`config.mk`:
```
export PLATFORM = sky130hd
export DESIGN_NAME = one_hot_decoder_pipe
export DESIGN_NICKNAME = d
export VERILOG_FILES = /design/src/rtl/one_hot_decoder_pipe_pkg.sv /design/src/rtl/one_hot_decoder_pipe_decode_comb.sv /design/src/rtl/one_hot_decoder_pipe.sv
export SDC_FILE = /design/constraint.sdc
export NUM_CORES = 1
export LEC_CHECK = 0
export BUFFER_PORTS_ARGS = -buffer_cell sky130_fd_sc_hd__clkbuf_2
export CAP_MARGIN = 20
export CORE_UTILIZATION = 35
export CTS_BUF_LIST = sky130_fd_sc_hd__clkbuf_4
export DETAILED_ROUTE_END_ITERATION = 6
export SETUP_SLACK_MARGIN = 0.4
export SKIP_CTS_REPAIR_TIMING = 1
export SYNTH_ARGS = -nofsm -noshare
export SYNTH_HDL_FRONTEND = slang
export SYNTH_SLANG_ARGS = --single-unit
```
`constraint.sdc`:
```
create_clock -name clk -period 2.8 [get_ports clk]
set_input_delay 0.14 -clock clk [delete_from_list [all_inputs] [get_ports clk]]
set_output_delay 0.14 -clock clk [all_outputs]
set_load 0.01 [all_outputs]
```
`src/rtl/one_hot_decoder_pipe_pkg.sv`:
```
// Shared types and helpers for the pipelined one-hot decoder.
package one_hot_decoder_pipe_pkg;

   // Buffer occupancy: how many decoded beats are held (head + skid).
   typedef enum logic [1:0] {
      OCC_EMPTY = 2'd0,
      OCC_ONE   = 2'd1,
      OCC_TWO   = 2'd2
   } occ_state_t;

   // Index width for an N-wide one-hot vector; never narrower than one bit.
   function automatic int idx_width(input int n);
      return (n <= 1) ? 1 : $clog2(n);
   endfunction

endpackage

```
`src/rtl/one_hot_decoder_pipe_decode_comb.sv`:
```
// Combinational binary-to-one-hot decode; flags indices that have no output bit.
module onehot_decode_comb #(
   parameter int N = 4,
   parameter int W = 2
) (
   input  logic [W-1:0] idx,
   output logic [N-1:0] onehot,
   output logic         err
);

   // Bit-wise compare avoids a shift that could overflow when idx >= N.
   always_comb begin
      onehot = '0;
      for (int i = 0; i < N; i++) begin
         onehot[i] = (idx == W'(i));
      end
      err = (onehot == '0);
   end

endmodule

```
`src/rtl/one_hot_decoder_pipe.sv`:
```
// Pipelined one-hot decoder with a two-entry head/skid buffer and status counters.
//
//   state     | meaning
//   ----------+-------------------------------------------------
//   OCC_EMPTY | nothing buffered, out_valid low
//   OCC_ONE   | head holds a beat, skid free, input may accept
//   OCC_TWO   | head and skid full, input blocked
module one_hot_decoder_pipe
   import one_hot_decoder_pipe_pkg::*;
#(
   parameter  int N     = 4,
   parameter  int CNT_W = 16,
   localparam int W     = idx_width(N)
) (
   input  logic             clk,
   input  logic             rst_n,
   input  logic             en,
   input  logic             in_valid,
   output logic             in_ready,
   input  logic [W-1:0]     in_idx,
   output logic             out_valid,
   input  logic             out_ready,
   output logic [N-1:0]     out_onehot,
   output logic             out_err,
   input  logic             clr,
   output logic [N-1:0]     seen,
   output logic [CNT_W-1:0] cnt
);

   occ_state_t       state, state_nxt;
   logic [N-1:0]     dec_onehot;
   logic             dec_err;
   logic [N-1:0]     head_onehot, skid_onehot;
   logic             head_err, skid_err;
   logic             accept, pop;
   logic             load_head_in, load_skid_in, move_skid;

   onehot_decode_comb #(.N(N), .W(W)) u_decode (
      .idx    (in_idx),
      .onehot (dec_onehot),
      .err    (dec_err)
   );

   // Handshake outputs and buffer load controls; in_ready sees only en and state.
   always_comb begin
      in_ready     = en & (state != OCC_TWO);
      out_valid    = (state != OCC_EMPTY);
      accept       = in_valid & in_ready;
      pop          = out_valid & out_ready;
      load_head_in = 1'b0;
      load_skid_in = 1'b0;
      move_skid    = 1'b0;
      case (state)
         OCC_EMPTY: load_head_in = accept;
         OCC_ONE: begin
            load_head_in = accept & pop;
            load_skid_in = accept & ~pop;
         end
         OCC_TWO:   move_skid = pop;
         default: ;
      endcase
   end

   // Occupancy next state.
   always_comb begin
      state_nxt = state;
      case (state)
         OCC_EMPTY: if (accept) state_nxt = OCC_ONE;
         OCC_ONE: begin
            if (accept & ~pop)      state_nxt = OCC_TWO;
            else if (pop & ~accept) state_nxt = OCC_EMPTY;
         end
         OCC_TWO:   if (pop) state_nxt = OCC_ONE;
         default:   state_nxt = OCC_EMPTY;
      endcase
   end

   // Occupancy state register.
   always_ff @(posedge clk or negedge rst_n) begin
      if (!rst_n) state <= OCC_EMPTY;
      else        state <= state_nxt;
   end

   // Head and skid data registers; head only changes on load or skid move.
   always_ff @(posedge clk or negedge rst_n) begin
      if (!rst_n) begin
         head_onehot <= '0;
         head_err    <= 1'b0;
         skid_onehot <= '0;
         skid_err    <= 1'b0;
      end else begin
         if (load_head_in) begin
            head_onehot <= dec_onehot;
            head_err    <= dec_err;
         end else if (move_skid) begin
            head_onehot <= skid_onehot;
            head_err    <= skid_err;
         end
         if (load_skid_in) begin
            skid_onehot <= dec_onehot;
            skid_err    <= dec_err;
         end
      end
   end

   assign out_onehot = head_onehot;
   assign out_err    = head_err;

   // Status: clr wipes history first, a same-cycle pop is then counted on top.
   always_ff @(posedge clk or negedge rst_n) begin
      if (!rst_n) begin
         seen <= '0;
         cnt  <= '0;
      end else if (clr) begin
         seen <= pop ? head_onehot : '0;
         cnt  <= pop ? CNT_W'(1) : '0;
      end else if (pop) begin
         seen <= seen | head_onehot;
         cnt  <= cnt + CNT_W'(1);
      end
   end

endmodule

```
# After elaboration in Yosys (flattened, before gate mapping)
# Index checks and enable logic that the tools add are counted.
# Widths: inputs -> output; s select.
[classes]
addsub = 1
n_eq_ne = 9
mux = 18
bitwise_logic = 9
reduce_logical = 7
[op_table]
columns = ["cell", "n"]
rows = [
  ["$mux 16", 2],
  ["$mux 4", 5],
  ["$add 16x1->16 const B", 1],
  ["$mux 2", 4],
  ["$and 1x1->1", 6],
  ["$eq 2x2->1 const B", 3],
  ["$ne 2x2->1 const B", 3],
  ["$pmux 2 s3", 1],
  ["$reduce_bool 2->1", 3],
  ["$mux 1", 5],
  ["$eq 2x1->1 const B", 2],
  ["$logic_not 2->1", 2],
  ["$logic_not 4->1", 1],
  ["$or 4x4->4", 1],
  ["$ne 3x3->1 const B", 1],
  ["$reduce_and 3->1", 1],
  ["$not 1->1", 2],
  ["$pmux 1 s2", 1],
]
[word_totals]
register_bits = 32
inputBits = 8
out_inout_bits = 27
wordCells = 51

# Depth between registers and ports, before layout
[logic_depth]
word_depth = 8
depth_mapped = 9
depth_no_buf = 7

# By module
# From an unflattened synthesis, not the netlist that was laid out.
[hier_totals]
cells_unflattened = 153
hier_area_um2 = 1574.0
[by_module_without_submodules]
columns = ["module", "n_inst", "cells_each", "area_per_inst_um2", "seq_area_each_um2"]
rows = [
  ["one_hot_decoder_pipe", 1, 147, 1536.5, 800.8],
  ["onehot_decode_comb", 1, 6, 37.5, 0.0],
]

# Least setup slack after synthesis
# OpenSTA, ideal clock, no wires.
[synth_timing]
path_type = "flip-flop to flip-flop"
startpoint = "register state[1]"
endpoint = "register skid_onehot[0]"
t_arrival_ns = 1.847
t_required_ns = 2.675
path_slack_ns = 0.828
path_stages_with_launch = 9
n_path_buf = 3
synth_period_minus_slack_ns = 1.972
cell_sequence = "dfrtp_1 -> buf_2 -> o21ai_1 -> buf_2 -> ha_1 -> nand2_1 -> or2_2 -> clkbuf_1 -> mux2_2"
[synth_via]
elab_chain_cells = 5
[synth_lines]
columns = ["element", "line", "text"]
rows = [
  ["from (decl)", "one_hot_decoder_pipe.sv:30", "occ_state_t state, state_nxt;"],
  ["from (signal assigned)", "one_hot_decoder_pipe.sv:81", "else state <= state_nxt;"],
  ["$ne 2x2->1 or $reduce_bool 2->1 (tied branches)", "one_hot_decoder_pipe.sv:46, one_hot_decoder_pipe.sv:47", ""],
  ["$and 1x1->1, on equally long branches", "one_hot_decoder_pipe.sv:46, one_hot_decoder_pipe.sv:49", ""],
  ["$and 1x1->1 or $not 1->1 (tied branches)", "one_hot_decoder_pipe.sv:48, one_hot_decoder_pipe.sv:57", ""],
  ["$and 1x1->1", "one_hot_decoder_pipe.sv:57", "load_skid_in = accept & ~pop;"],
  ["$mux 1 *", "one_hot_decoder_pipe.sv:53", "case (state)"],
  ["to (signal assigned)", "one_hot_decoder_pipe.sv:100", "skid_onehot <= dec_onehot;"],
  ["to (decl)", "one_hot_decoder_pipe.sv:33", "logic [N-1:0] head_onehot, skid_onehot;"],
]
# Every way passes the cells marked *; elsewhere a longest branch is shown, timed or not.
# A chain may end at the register's enable or synchronous reset.

# Worst setup path after layout
[layout_timing]
startpoint = "register state[1]"
endpoint = "register head_onehot[0], in the netlist out_onehot[0]"
[layout_via]
elab_chain_cells = 6
[layout_lines]
columns = ["element", "line", "text"]
rows = [
  ["$ne 2x2->1", "one_hot_decoder_pipe.sv:46", "in_ready = en & (state != OCC_TWO);"],
  ["$and 1x1->1", "one_hot_decoder_pipe.sv:46", ""],
  ["$and 1x1->1", "one_hot_decoder_pipe.sv:48", "accept = in_valid & in_ready;"],
  ["$and 1x1->1", "one_hot_decoder_pipe.sv:56", "load_head_in = accept & pop;"],
  ["$pmux 1 s2", "one_hot_decoder_pipe.sv:53", ""],
  ["$mux 4 or $reduce_bool 2->1 (tied branches)", "-", ""],
  ["to (signal assigned)", "one_hot_decoder_pipe.sv:93", "head_onehot <= dec_onehot;"],
  ["to (signal assigned)", "one_hot_decoder_pipe.sv:96", "head_onehot <= skid_onehot;"],
  ["to (decl)", "one_hot_decoder_pipe.sv:33", ""],
]
# Parallel ways exist; a longest one is shown, timed or not.

==> reports/qor.yml <==
pwr_density_cell_nw_per_um2: 658
clock_latency_ns: 0.33
cts.path.max_buffers: 2
place.detailed.hpwl_um: 2360
die_y_um: 68.4
cts_tree: "yes"
top_layer: "met4"
met2WireLength_um: 1540
arrival_ns: 2.08
max_slew.worst_pin.slew_ns: 0.772
drive_gt1_share_pct: 26.2
fin_skew_ns: 0.00582
rsz0062_at_grt: "false"
drt-met1-wl_um: 1430
wl_um: 3150
hold_violations: 0
yosysSeqAreaShare_pct: 51.9
first_iter_violations: 71
cap_violations: 0
clock-sinks: 32
fin_cells: 245
syn_to_final_growth_pct: 17.8
netlist_instances: 158
ys.flop_type: "dfrtp_1"
max_freq_mhz: 527
root_buffer: "clkbuf_4"
grt_pass1_wl_um: 5300
grt_pass1_vias: 1181
wl_per_cell_um: 12.8
setup_viol: 0
grt_use_total_pct: 15.6
drv_slew: 0
io_buffers: 34
viasPerCell: 5.14
start_util_pct: 37.5
dp_cells: 239
pwr-share-seq_pct: 53.1
grt_start_max_net_pins: 33
dieArea_um2: 4680
fin_nets: 208
cp.required_ns: 2.98
synth-edff-count: 0
fin_crit_ns: 1.90
path_max_fanout: 13
cp-start-kind: "register"
synth_top_area_cell: "dfrtp_1"
antenna_left: 0
num_rows: 23
p_sw_share_pct: 33.4
hold_ws_ns: 0.0476
numCtsBuffers: 5
irDropWorstVdd_mv: 0.370
wl_met3_um: 126
vias: 1260
ctsHtreeMaxLevel: 2
insertedDiodeCount: 0
drc: 0
async_flop_share_pct: 100
final_common_cell: "clkbuf_2"
boundaryPins: 35
synthTopCellsByArea: "dfrtp_1 52%, nand2_1 5.1%, xnor2_1 4.0%"
synth_seq_cells: 32
tns_ns: 0
synth_top_area_share_pct: 51.9
syn_area_per_cell_um2: 9.76
dieWidth_um: 68.4
p_switching_w: 0.000399
clockPowerShare_pct: 18.7
crit_path_end_kind: "register"
fin_crit_sh_pct: 67.8
overflow: 0
antenna_found_initial: 0
path_clk_slew_ns: 0.08
yosysWarnings: 0
n_fill_cell: 406
status: "finished, final reports clean"
first_pass_iters: 4
worstSetupPathType: "register to register"
p_leak_nw: 0.857
syn_area_um2: 1540
p_int_w: 0.000796
maxSlewHeadroom_pct: 48.5
layout_common_cells: "34 x clkbuf_2, 32 x dfrtp_1, 21 x nand2_1"
coreArea_um2: 4120
place.gp.congestion: 0.802
hold_path.class: "input port to register"
synth.distinct_cells: 35
synth_nets: 169
power_frac_comb_pct: 28.2
power by group through the flow:
stage               Combinational (W)  Clock [W]  Sequential (W)
floorplan                    0.000187          0        0.000653
global placement             0.000336          0        0.000638
detailed placement           0.000344          0        0.000642
CTS                          0.000344   0.000233        0.000636
global route                 0.000385   0.000253        0.000653
finish                       0.000337   0.000223        0.000635
flip-flops by register name, indices dropped and copies added (netlist names):
signal	count
state	2
skid_onehot	4
out_err	1
skid_err	1
seen	4
cnt	16
out_onehot	4
critical path: stages, from the launching register on:
cell      delay (ns)
dfrtp_1         0.48
o21ai_1         0.13
buf_4           0.19
clkinv_1        0.07
ha_1            0.15
nand2_1         0.05
a21oi_1         0.49
o21ai_0         0.19
routing by layer:
metal / vias to the layer above / track usage, %
met4: 0 / 7.03
met3: 5 / 4.00
li1: 621 / -
met1: 608 / 18.4
met5: - / 0
met2: 26 / 26.3
through the flow:
| step | utilization [%] | area [um2] | total power, W | worst slack, ns |
|---|---|---|---|---|
| 5_1_grt | 44.1 | 1820 | 0.00129 | 0.703 |
| 6_report | 44.1 | 1820 | 0.00120 | 0.903 |
| 2_1_floorplan | - | 1540 | 0.000839 | 0.828 |
| 3_3_place_gp | 43.0 | 1770 | 0.000973 | 0.987 |
| 3_5_place_dp | 43.0 | 1770 | 0.000986 | 0.868 |
| 4_1_cts | 43.9 | 1810 | 0.00121 | 0.886 |
synth_stat cells, drive strengths merged (3+ instances only):
cell type / n
o31ai: 3
nand2b: 3
nor4: 4
nand2: 21
inv: 6
or3: 3
nand4: 3
xnor2: 7
clkbuf: 3
dfrtp: 32
or2: 4
o21ai: 12
mux2: 4
a21oi: 11
or4: 3
nor2: 13
ha: 3
nand3: 4
worst paths after layout:
| check | startpoint | to | slack [ns] | cells past startpoint |
|---|---|---|---|---|
| worst max-delay path | state[1] | out_onehot[0] | 0.90 | 7 |
| worst min-delay path | out_ready | state[1] | 0.05 | 2 |
| worst max register to register | state[1] | out_onehot[0] | 0.90 | 7 |
| worst min register to register | skid_onehot[3] | skid_onehot[3] | 0.49 | 2 |
| max in group asynchronous | rst_n | seen[3] | 1.90 | 2 |
| min in group asynchronous | rst_n | cnt[14] | 0.41 | 2 |
kinds of logic (layout without fill, tap and decap cells):
logic type      count (synthesis)  in the layout  share of synthesized area [%]
fa+ha+maj                       3              3                           2.43
simple gates                   67             67                           22.6
xor+xnor                        9              9                           5.11
flops                          32             32                           51.9
compound gates                 29             29                           10.6
buf+inv                        12             49                           3.08
mux                             6              6                           4.22
area by class of cell:
cell class | count | area [um2] | share of cell area [%]
sequential | 32 | 801 | 44.1
multi-input combinational | 114 | 694 | 38.2
timing repair buffer | 37 | 195 | 10.7
tap | 50 | 62.6 | 3.44
clock buffer | 5 | 37.5 | 2.07
inverter | 7 | 26.3 | 1.45
(Power assumes the default switching activity.)
